### config.mk
export PLATFORM = sky130hd
export DESIGN_NAME = cpu_prefetch
export DESIGN_NICKNAME = d
export VERILOG_FILES = /design/src/rtl/cpu_prefetch.sv
export SDC_FILE = /design/constraint.sdc
export NUM_CORES = 1
export LEC_CHECK = 0
export BUFFER_PORTS_ARGS = -buffer_cell sky130_fd_sc_hd__buf_4
export CORE_MARGIN = 4
export CORE_UTILIZATION = 57
export CTS_CLUSTER_DIAMETER = 60
export DETAILED_ROUTE_END_ITERATION = 10
export PLACE_DENSITY = 0.82
export SYNTH_ARGS = -nofsm -noshare
export SYNTH_HDL_FRONTEND = slang
export SYNTH_SLANG_ARGS = --single-unit
### constraint.sdc
create_clock -name i_clock -period 3.5 [get_ports i_clock]
set_clock_uncertainty 0.05 [all_clocks]
set_input_delay 0 -clock i_clock [delete_from_list [all_inputs] [get_ports i_clock]]
set_output_delay 0 -clock i_clock [all_outputs]
set_load 0.1 [all_outputs]
### src/rtl/cpu_prefetch.sv
// Instruction prefetcher: fetches sequential words over a single-outstanding
// read bus into a small {instruction, pc} queue, with flush/redirect support.
module cpu_prefetch #(
  parameter int          DEPTH    = 4,
  parameter logic [31:0] RESET_PC = 32'h0000_0200
) (
  input  logic        i_clock,
  input  logic        i_reset,
  output logic        o_request,
  output logic        o_rw,
  output logic [31:0] o_address,
  input  logic        i_ready,
  input  logic [31:0] i_data,
  output logic        o_valid,
  output logic [31:0] o_instruction,
  output logic [31:0] o_pc,
  input  logic        i_pop,
  input  logic        i_flush,
  input  logic [31:0] i_flush_pc,
  output logic [1:0]  o_dbg_state
);

  localparam int AW = (DEPTH > 1) ? $clog2(DEPTH) : 1;
  localparam int CW = $clog2(DEPTH + 1);

  typedef enum logic [1:0] {
    ST_ISSUE   = 2'd0,
    ST_WAIT    = 2'd1,
    ST_DISCARD = 2'd2
  } state_t;

  state_t          r_state;
  logic            r_request;
  logic [31:0]     r_address;
  logic [31:0]     r_fetch_pc;
  logic [CW-1:0]   r_count;
  logic [AW-1:0]   r_head;
  logic [AW-1:0]   r_tail;
  logic [31:0]     r_mem_instr [DEPTH];
  logic [31:0]     r_mem_pc    [DEPTH];

  state_t          w_state_n;
  logic            w_request_n;
  logic [31:0]     w_address_n;
  logic [31:0]     w_fetch_pc_n;
  logic            w_push;
  logic            w_pop;
  logic [31:0]     w_flush_pc;

  assign w_flush_pc = i_flush_pc & 32'hFFFF_FFFC;
  assign w_pop      = i_pop && (r_count != '0) && !i_flush;

  // Handshake: o_request rises with o_address and both hold until the cycle
  // i_ready is sampled high; that cycle completes the read and carries i_data.
  always_comb begin
    w_state_n    = r_state;
    w_request_n  = r_request;
    w_address_n  = r_address;
    w_fetch_pc_n = r_fetch_pc;
    w_push       = 1'b0;
    case (r_state)
      ST_ISSUE: begin
        if (i_flush) begin
          w_fetch_pc_n = w_flush_pc;
        end else if (r_count < CW'(DEPTH)) begin
          w_request_n = 1'b1;
          w_address_n = r_fetch_pc;
          w_state_n   = ST_WAIT;
        end
      end
      ST_WAIT: begin
        if (i_ready) begin
          w_request_n = 1'b0;
          w_state_n   = ST_ISSUE;
          if (i_flush) begin
            w_fetch_pc_n = w_flush_pc;
          end else begin
            w_push       = 1'b1;
            w_fetch_pc_n = r_fetch_pc + 32'd4;
          end
        end else if (i_flush) begin
          // The bus cannot abort, so the in-flight word is waited for and dropped.
          w_fetch_pc_n = w_flush_pc;
          w_state_n    = ST_DISCARD;
        end
      end
      ST_DISCARD: begin
        if (i_flush) begin
          w_fetch_pc_n = w_flush_pc;
        end
        if (i_ready) begin
          w_request_n = 1'b0;
          w_state_n   = ST_ISSUE;
        end
      end
      default: begin
        w_state_n   = ST_ISSUE;
        w_request_n = 1'b0;
      end
    endcase
  end

  always_ff @(posedge i_clock) begin
    if (!i_reset) begin
      r_state    <= ST_ISSUE;
      r_request  <= 1'b0;
      r_address  <= RESET_PC;
      r_fetch_pc <= RESET_PC;
      r_count    <= '0;
      r_head     <= '0;
      r_tail     <= '0;
    end else begin
      r_state    <= w_state_n;
      r_request  <= w_request_n;
      r_address  <= w_address_n;
      r_fetch_pc <= w_fetch_pc_n;
      if (i_flush) begin
        r_count <= '0;
        r_head  <= '0;
        r_tail  <= '0;
      end else begin
        if (w_push) r_tail <= r_tail + AW'(1);
        if (w_pop)  r_head <= r_head + AW'(1);
        case ({w_push, w_pop})
          2'b10:   r_count <= r_count + CW'(1);
          2'b01:   r_count <= r_count - CW'(1);
          default: r_count <= r_count;
        endcase
      end
    end
  end

  always_ff @(posedge i_clock) begin
    if (w_push) begin
      r_mem_instr[r_tail] <= i_data;
      r_mem_pc[r_tail]    <= r_address;
    end
  end

  assign o_request     = r_request;
  assign o_rw          = 1'b0;
  assign o_address     = r_address;
  assign o_valid       = (r_count != '0);
  assign o_instruction = r_mem_instr[r_head];
  assign o_pc          = r_mem_pc[r_head];
  assign o_dbg_state   = r_state;

endmodule

# Yosys cells after proc, flatten, opt, wreduce, memory -nomap -nowiden
# Memory sizes are Yosys's and may differ from the RTL's. A register that Yosys moved wholly into a read port is not among the register bits.
# Cells that the tools add are included.
# W data, S select, Z words.
word_totals:
  reg_bits: 74
  latchBits: 0
  mem_bits_rw: 256
  rom_bits: 0
  in_bits: 69
  out_inout_bits: 101
  word_cells: 63
  memories: 2
op_classes:
  n_addsub: 5
  mul: 0
  div: 0
  order_cmp: 1
  n_eq_ne: 9
  shift: 0
  mux: 24
  bitwise_logic: 2
  reduce_logical: 13
mem_list:
  columns: ["memory", "depth", "word_bits", "read_ports", "rd_ports_with_merged_regs", "wr", "line", "text"]
  rows:
  - ["r_mem_instr", 4, 32, 1, 1, 1, "39", "logic [31:0] r_mem_instr [DEPTH];"]
  - ["r_mem_pc", 4, 32, 1, 1, 1, "40", "logic [31:0] r_mem_pc [DEPTH];"]
ops:
  columns: ["operator", "n"]
  rows:
  - ["$mux W32", 3]
  - ["$pmux W32 S2", 1]
  - ["$add A32 B3 Y32 const B", 1]
  - ["$mux W2", 9]
  - ["$mux W1", 8]
  - ["$ne A2 B2 Y1 const B", 3]
  - ["$pmux W2 S3", 1]
  - ["$pmux W3 S2", 1]
  - ["$reduce_and A3 Y1", 2]
  - ["$reduce_or A2 Y1", 3]
  - ["$add A2 B1 Y2 const B", 2]
  - ["$eq A2 B1 Y1 const B", 2]
  - ["$eq A2 B2 Y1 const B", 2]
  - ["$reduce_and A4 Y1", 1]
  - ["$reduce_bool A2 Y1", 2]
  - ["$add A3 B1 Y3 const B", 1]
  - ["$lt A3 B3 Y1 const B", 1]
  - ["$ne A3 B3 Y1 const B", 1]
  - ["$reduce_bool A3 Y1", 1]
  - ["$sub A3 B1 Y3 const B", 1]
  - ["$logic_and A1 B1 Y1", 2]
  - ["$logic_not A2 Y1", 1]
  - ["$ne A2 B1 Y1 const B", 1]
  - ["$not A1 Y1", 2]
  - ["other kinds (2)", 2]

# Logic depth before layout (Yosys ltp)
logic_depth:
  word_depth: 5
  ltp_mapped: 10
  mapped_depth_nobuf: 10

# Worst setup path after synthesis
# No wires, ideal clock.
synth_timing:
  path_kind: "register -> register"
  start: "register r_state[0], in the netlist o_dbg_state[0]"
  end: "memory r_mem_instr[0][0], enable pin"
  setup_ps: 429
  arrival_time_ps: 3124
  required_ps: 3021
  slack_ps: -103
  stages_incl_launch_ff: 4
  path_buffers: 0
  period_less_slack_ps: 3603
  path_cell_list: "dfxtp_1 ha_1 nor2b_1 and3_1"
synth_via:
  elab_chain_cells: 4
synth_lines:
  columns: ["element", "line", "text"]
  rows:
  - ["from (decl)", "32", "state_t r_state;"]
  - ["from (signal assigned)", "113", "r_state <= w_state_n;"]
  - ["$eq A2 B1 Y1", "61", "case (r_state)"]
  - ["$mux W1", "61", null]
  - ["$mux W1", "134", "if (w_push) begin"]
  - ["$mux W1 (implied by the code)", "135", "r_mem_instr[r_tail] <= i_data;"]
  - ["to (decl)", "39", null]
# No other way between the ends.

# Final worst setup path
layout_timing:
  start: "register r_state[1], in the netlist o_dbg_state[1]"
  end: "register r_fetch_pc[26]"
layout_via:
  elab_chain_cells: 3
  elab_cells_between_ends: 6
  cone_classes: "2 x eq/ne; 1 x mux; 3 x reduce/logical"
layout_lines:
  columns: ["element", "line", "text"]
  rows:
  - ["$eq A2 B2 Y1 / $logic_not A2 Y1 (equally long branches)", "61", null]
  - ["$reduce_or A2 Y1 (no line)", null, null]
  - ["$pmux W32 S2 / $reduce_bool A2 Y1 (equally long branches)", null, null]
  - ["to (signal assigned)", "116", "r_fetch_pc <= w_fetch_pc_n;"]
  - ["to (decl)", "35", "logic [31:0] r_fetch_pc;"]
# Parallel ways exist; a longest one is shown, timed or not.
# A chain may end at the register's enable or synchronous reset.

==> metrics.md <==
| Metric | Value |
|---|---|
| DRC viols | 0 |
| Critical path depth | 8 |
| Max Freq | approximately 310 MHz |
| CTS HTree Levels | 2 |
| First-pass GRT wire length | roughly 45,000 um |
| Layout cells sized above 1 | approximately 29% |
| Max Slew Vio Count | 0 |
| Clk sink count | 332 |
| Area of the die | roughly 25,000 um2 |
| Syn nets | between 900 and 1,000 |
| P_leak | about 5.5 nW |
| # setup viols final | 0 |
| Post-synthesis sequential area ratio | 70.7% |
| CP delay by family, top | simple AND/OR/NAND/NOR gates |
| Total track usage | 22.4% |
| Grt total ovfl | 0 |
| Final Cell Area | between 15,000 and 20,000 um2 |
| CTS tree | done |
| FFs w/ async S/R, synth | 0% |
| Reg-to-reg slack, setup | between 0.2 and 0.25 ns |
| PwrDens | roughly 520 nW/um2 |
| Initial Utilization | between 50% and 60% |
| Overall Power | 0.00859 W |
| Count of different cell masters after synthesis | between 60 and 70 |
| Most used DFF post-synth | edfxtp_1 |
| Post-Place Worst Slack | between 0.8 and 0.9 ns |
| Vias in the first global route | ~8,300 |
| Worst r2r src | o_dbg_state[1]$_SDFFE_PN0P_ |
| IO Port Bufs | between 150 and 200 |
| CP Capture Type | flop |
| Clock root buffer | clkbuf_16 |
| Min Clock Period, post-route | about 3.3 ns |
| CTS Buf Count | 35 |
| Unrepaired setup endpoints after global routing | false |
| Final-report hold violation count | 0 |
| Detailed placement HPWL | roughly 17,000 um |
| Die height | roughly 160 um |
| #FFs+latches synth | roughly 330 |
| Post-synth EDFFs | approximately 260 |
| Worst Hold Class | in2reg |
| Initial antenna violation count | 1 |
| Worst EP arrival | 3.60 ns |
| CP required | roughly 3.8 ns |
| Vias | between 8,000 and 9,000 |
| Standard-cell rows | 55 |
| Largest cells by area after synthesis | edfxtp_1 (59%), dfxtp_1 (12%), mux4_2 (11%), nand2_1 (2.6%), a21oi_1 (2.2%) |
| Final ANT Viol Nets | 0 |
| Status | completed |
| Yosys warns | 0 |
| Gpl congestion | 0.858 |
| Critical-path maximum fanout | 6 |
| Worst Setup SP | o_dbg_state[1]$_SDFFE_PN0P_ |
| Core area | 22,600 um2 |
| Crit Path Class | reg2reg |
| Syn avg cell area | between 15 and 20 um2 |
| Fill count | between 1,000 and 1,500 |
| Final setup TNS | 0 ns |
| Area Growth Syn to Fin | 26.1% |
| Max-slew headroom | 33.2% |
| Peak VDD IR | between 0.0003 and 0.0004 V |
| Reg2reg path depth | 8 |
| Worst Tran Pin Value | 1.00 ns |
| RR Endpoint | r_fetch_pc[26]$_SDFFE_PN0P_ |
| CP Launch Type | flop |
| Vias per cell | between 5 and 6 |
| Routed WL | between 20,000 and 30,000 um |
| I/O Pins | 170 |
| Max incr delay on CP | a little under 0.7 ns |
| Final period utilization | approximately 93% |
| Area of placed instances | between 10,000 and 15,000 um2 |
| Largest net degree at the start of global routing | 66 |
| Max clock buf depth | 3 |
| CP max stage cell | or4_1 |
| Worst Slack Setup Final | about 0.24 ns |
| DRT iter0 DRCs | approximately 740 |
| Critical path buffers and inverters | 2 |
| Clock-pin slew on the worst setup and hold paths | around 0.06 ns |
| Post-synth top area share | between 50% and 60% |
| Routed WL per cell | 20.8 um |
| Die width | 159 um |
| Number of max-cap violations | 0 |
| Netlist Area Pre-Place | between 10,000 and 15,000 um2 |
| Core Util, Final | approximately 73% |
| Worst-path cell chain | inv_1 > ha_1 > or3b_1 > or4_1 > nor3_2 > a21oi_1 > a211o_1 > dlygate4sd3_1 |
| Cells after Synth | 821 |
| Worst Setup EP | r_fetch_pc[26]$_SDFFE_PN0P_ |
| Drt pass-1 iters | 5 |
| Layout net count | 1,138 |
| Clk_lat worst skew | approximately 0.5 ns |
| Synth area leader | edfxtp_1 |
[metal layers]
metal	wire (um)	vias to the layer above	track usage [%]
met5	0	-	0
met4	560	0	5.76
met3	1780	38	4.63
met2	14300	288	38.0
met1	11800	4039	30.2
li1	-	3682	-
[Yosys cell counts (all sizes together) (4+ instances only)]
| library cell | count |
|---|---|
| a31oi | 5 |
| nand2 | 90 |
| buf | 18 |
| nand2b | 5 |
| edfxtp | 256 |
| nor4 | 9 |
| nor2 | 39 |
| nor3 | 19 |
| nand3 | 9 |
| or4 | 4 |
| ha | 10 |
| inv | 18 |
| o211ai | 4 |
| o22ai | 5 |
| clkbuf | 32 |
| mux4 | 64 |
| xor2 | 4 |
| mux2i | 7 |
| a41oi | 4 |
| dfxtp | 76 |
| and3 | 9 |
| a22o | 4 |
| o21bai | 4 |
| o21ai | 10 |
| nor2b | 5 |
| a22oi | 7 |
| a21oi | 56 |
| o221a | 6 |
[metrics by stage]
stage / std cells / hold WS (ns)
2_1_floorplan: 821 / 0.0489
3_3_place_gp: 1234 / 0.151
3_5_place_dp: 1234 / 0.154
4_1_cts: 1369 / 0.131
5_1_grt: 1370 / 0.193
6_report: 1370 / 0.155
[worst register-to-register path, delay by kind of cell, from the launching register on]
kind	cells	cell delay, ns
buffers and inverters	2	0.66
and+or+nand+nor	3	1.40
DFF	1	0.41
AOI/OAI and AO/OA	2	0.39
adders and majority gates	1	0.24
[final cells by class]
type | count | area, um2 | share of cell area (%)
Sequential cell | 332 | 9220 | 56.1
Multi-Input combinational cell | 421 | 3580 | 21.8
Timing Repair Buffer | 250 | 2120 | 12.9
Clock buffer | 44 | 952 | 5.79
Tap cell | 285 | 357 | 2.17
Clock inverter | 19 | 135 | 0.822
Inverter | 18 | 67.6 | 0.411
Antenna cell | 1 | 2.50 | 0.0152
[cell families (layout without fill, tap and decap cells)]
family	after synthesis	after routing	synth area share, %
simple gates	207	207	7.74
buf+inv	68	331	2.03
other cells	1	2	0.0288
compound gates	124	124	6.33
xor+xnor	5	5	0.336
mux	73	73	11.8
flops	332	332	70.7
fa+ha+maj	11	11	1.11
[sequential cells by signal, summed over array words and instances (netlist names), named ones only]
name / count
r_mem_instr: 128
r_mem_pc: 128
o_address: 32
r_fetch_pc: 32
r_count: 3
o_dbg_state: 2
r_head: 2
r_tail: 2
o_request: 1
[cells in the final DEF (no fill, tap or decap), types with 6 or more instances in the layout]
master | synthesis | routed
edfxtp_1 | 256 | 256
buf_4 | 1 | 173
nand2_1 | 90 | 90
dfxtp_1 | 76 | 74
dlygate4sd3_1 | 0 | 72
mux4_2 | 64 | 64
a21oi_1 | 56 | 56
nor2_1 | 39 | 39
clkbuf_16 | 0 | 37
inv_1 | 18 | 18
nor3_1 | 18 | 17
clkinv_1 | 0 | 12
o21ai_0 | 10 | 10
ha_1 | 10 | 10
nand3_1 | 9 | 9
mux2i_1 | 7 | 7
a22oi_1 | 7 | 7
clkbuf_1 | 31 | 7
nor4_1 | 6 | 6
o221a_2 | 6 | 6
[report_power, final]
part | switching [W] | leakage, nW | internal, W
Sequential | 0.0000691 | 2.81 | 0.00430
Combinational | 0.000505 | 2.17 | 0.000240
Clock | 0.00141 | 0.523 | 0.00207
Total | 0.00198 | 5.51 | 0.00661
[worst min path at each step]
stage	slack [ns]	cells after the start	start	endpoint
2_1_floorplan	0.05	0	i_data[0]	r_mem_instr[0][0]$_DFFE_PP_
3_5_place_dp	0.15	1	i_data[26]	r_mem_instr[1][26]$_DFFE_PP_
6_report	0.15	4	i_flush	r_fetch_pc[28]$_SDFFE_PN0P_
3_3_place_gp	0.15	1	i_data[26]	r_mem_instr[0][26]$_DFFE_PP_
5_1_grt	0.19	2	i_data[28]	r_mem_instr[3][28]$_DFFE_PP_
4_1_cts	0.13	5	i_flush	r_fetch_pc[27]$_SDFFE_PN0P_
[timing repair]
item / CTS / global route
hold endpoints to repair: 170 / 0
setup buffers: 0 / 0
hold buffers: 72 / 0
gates resized for setup: 0 / 0
Note: power is estimated with default switching activity, not from simulation.
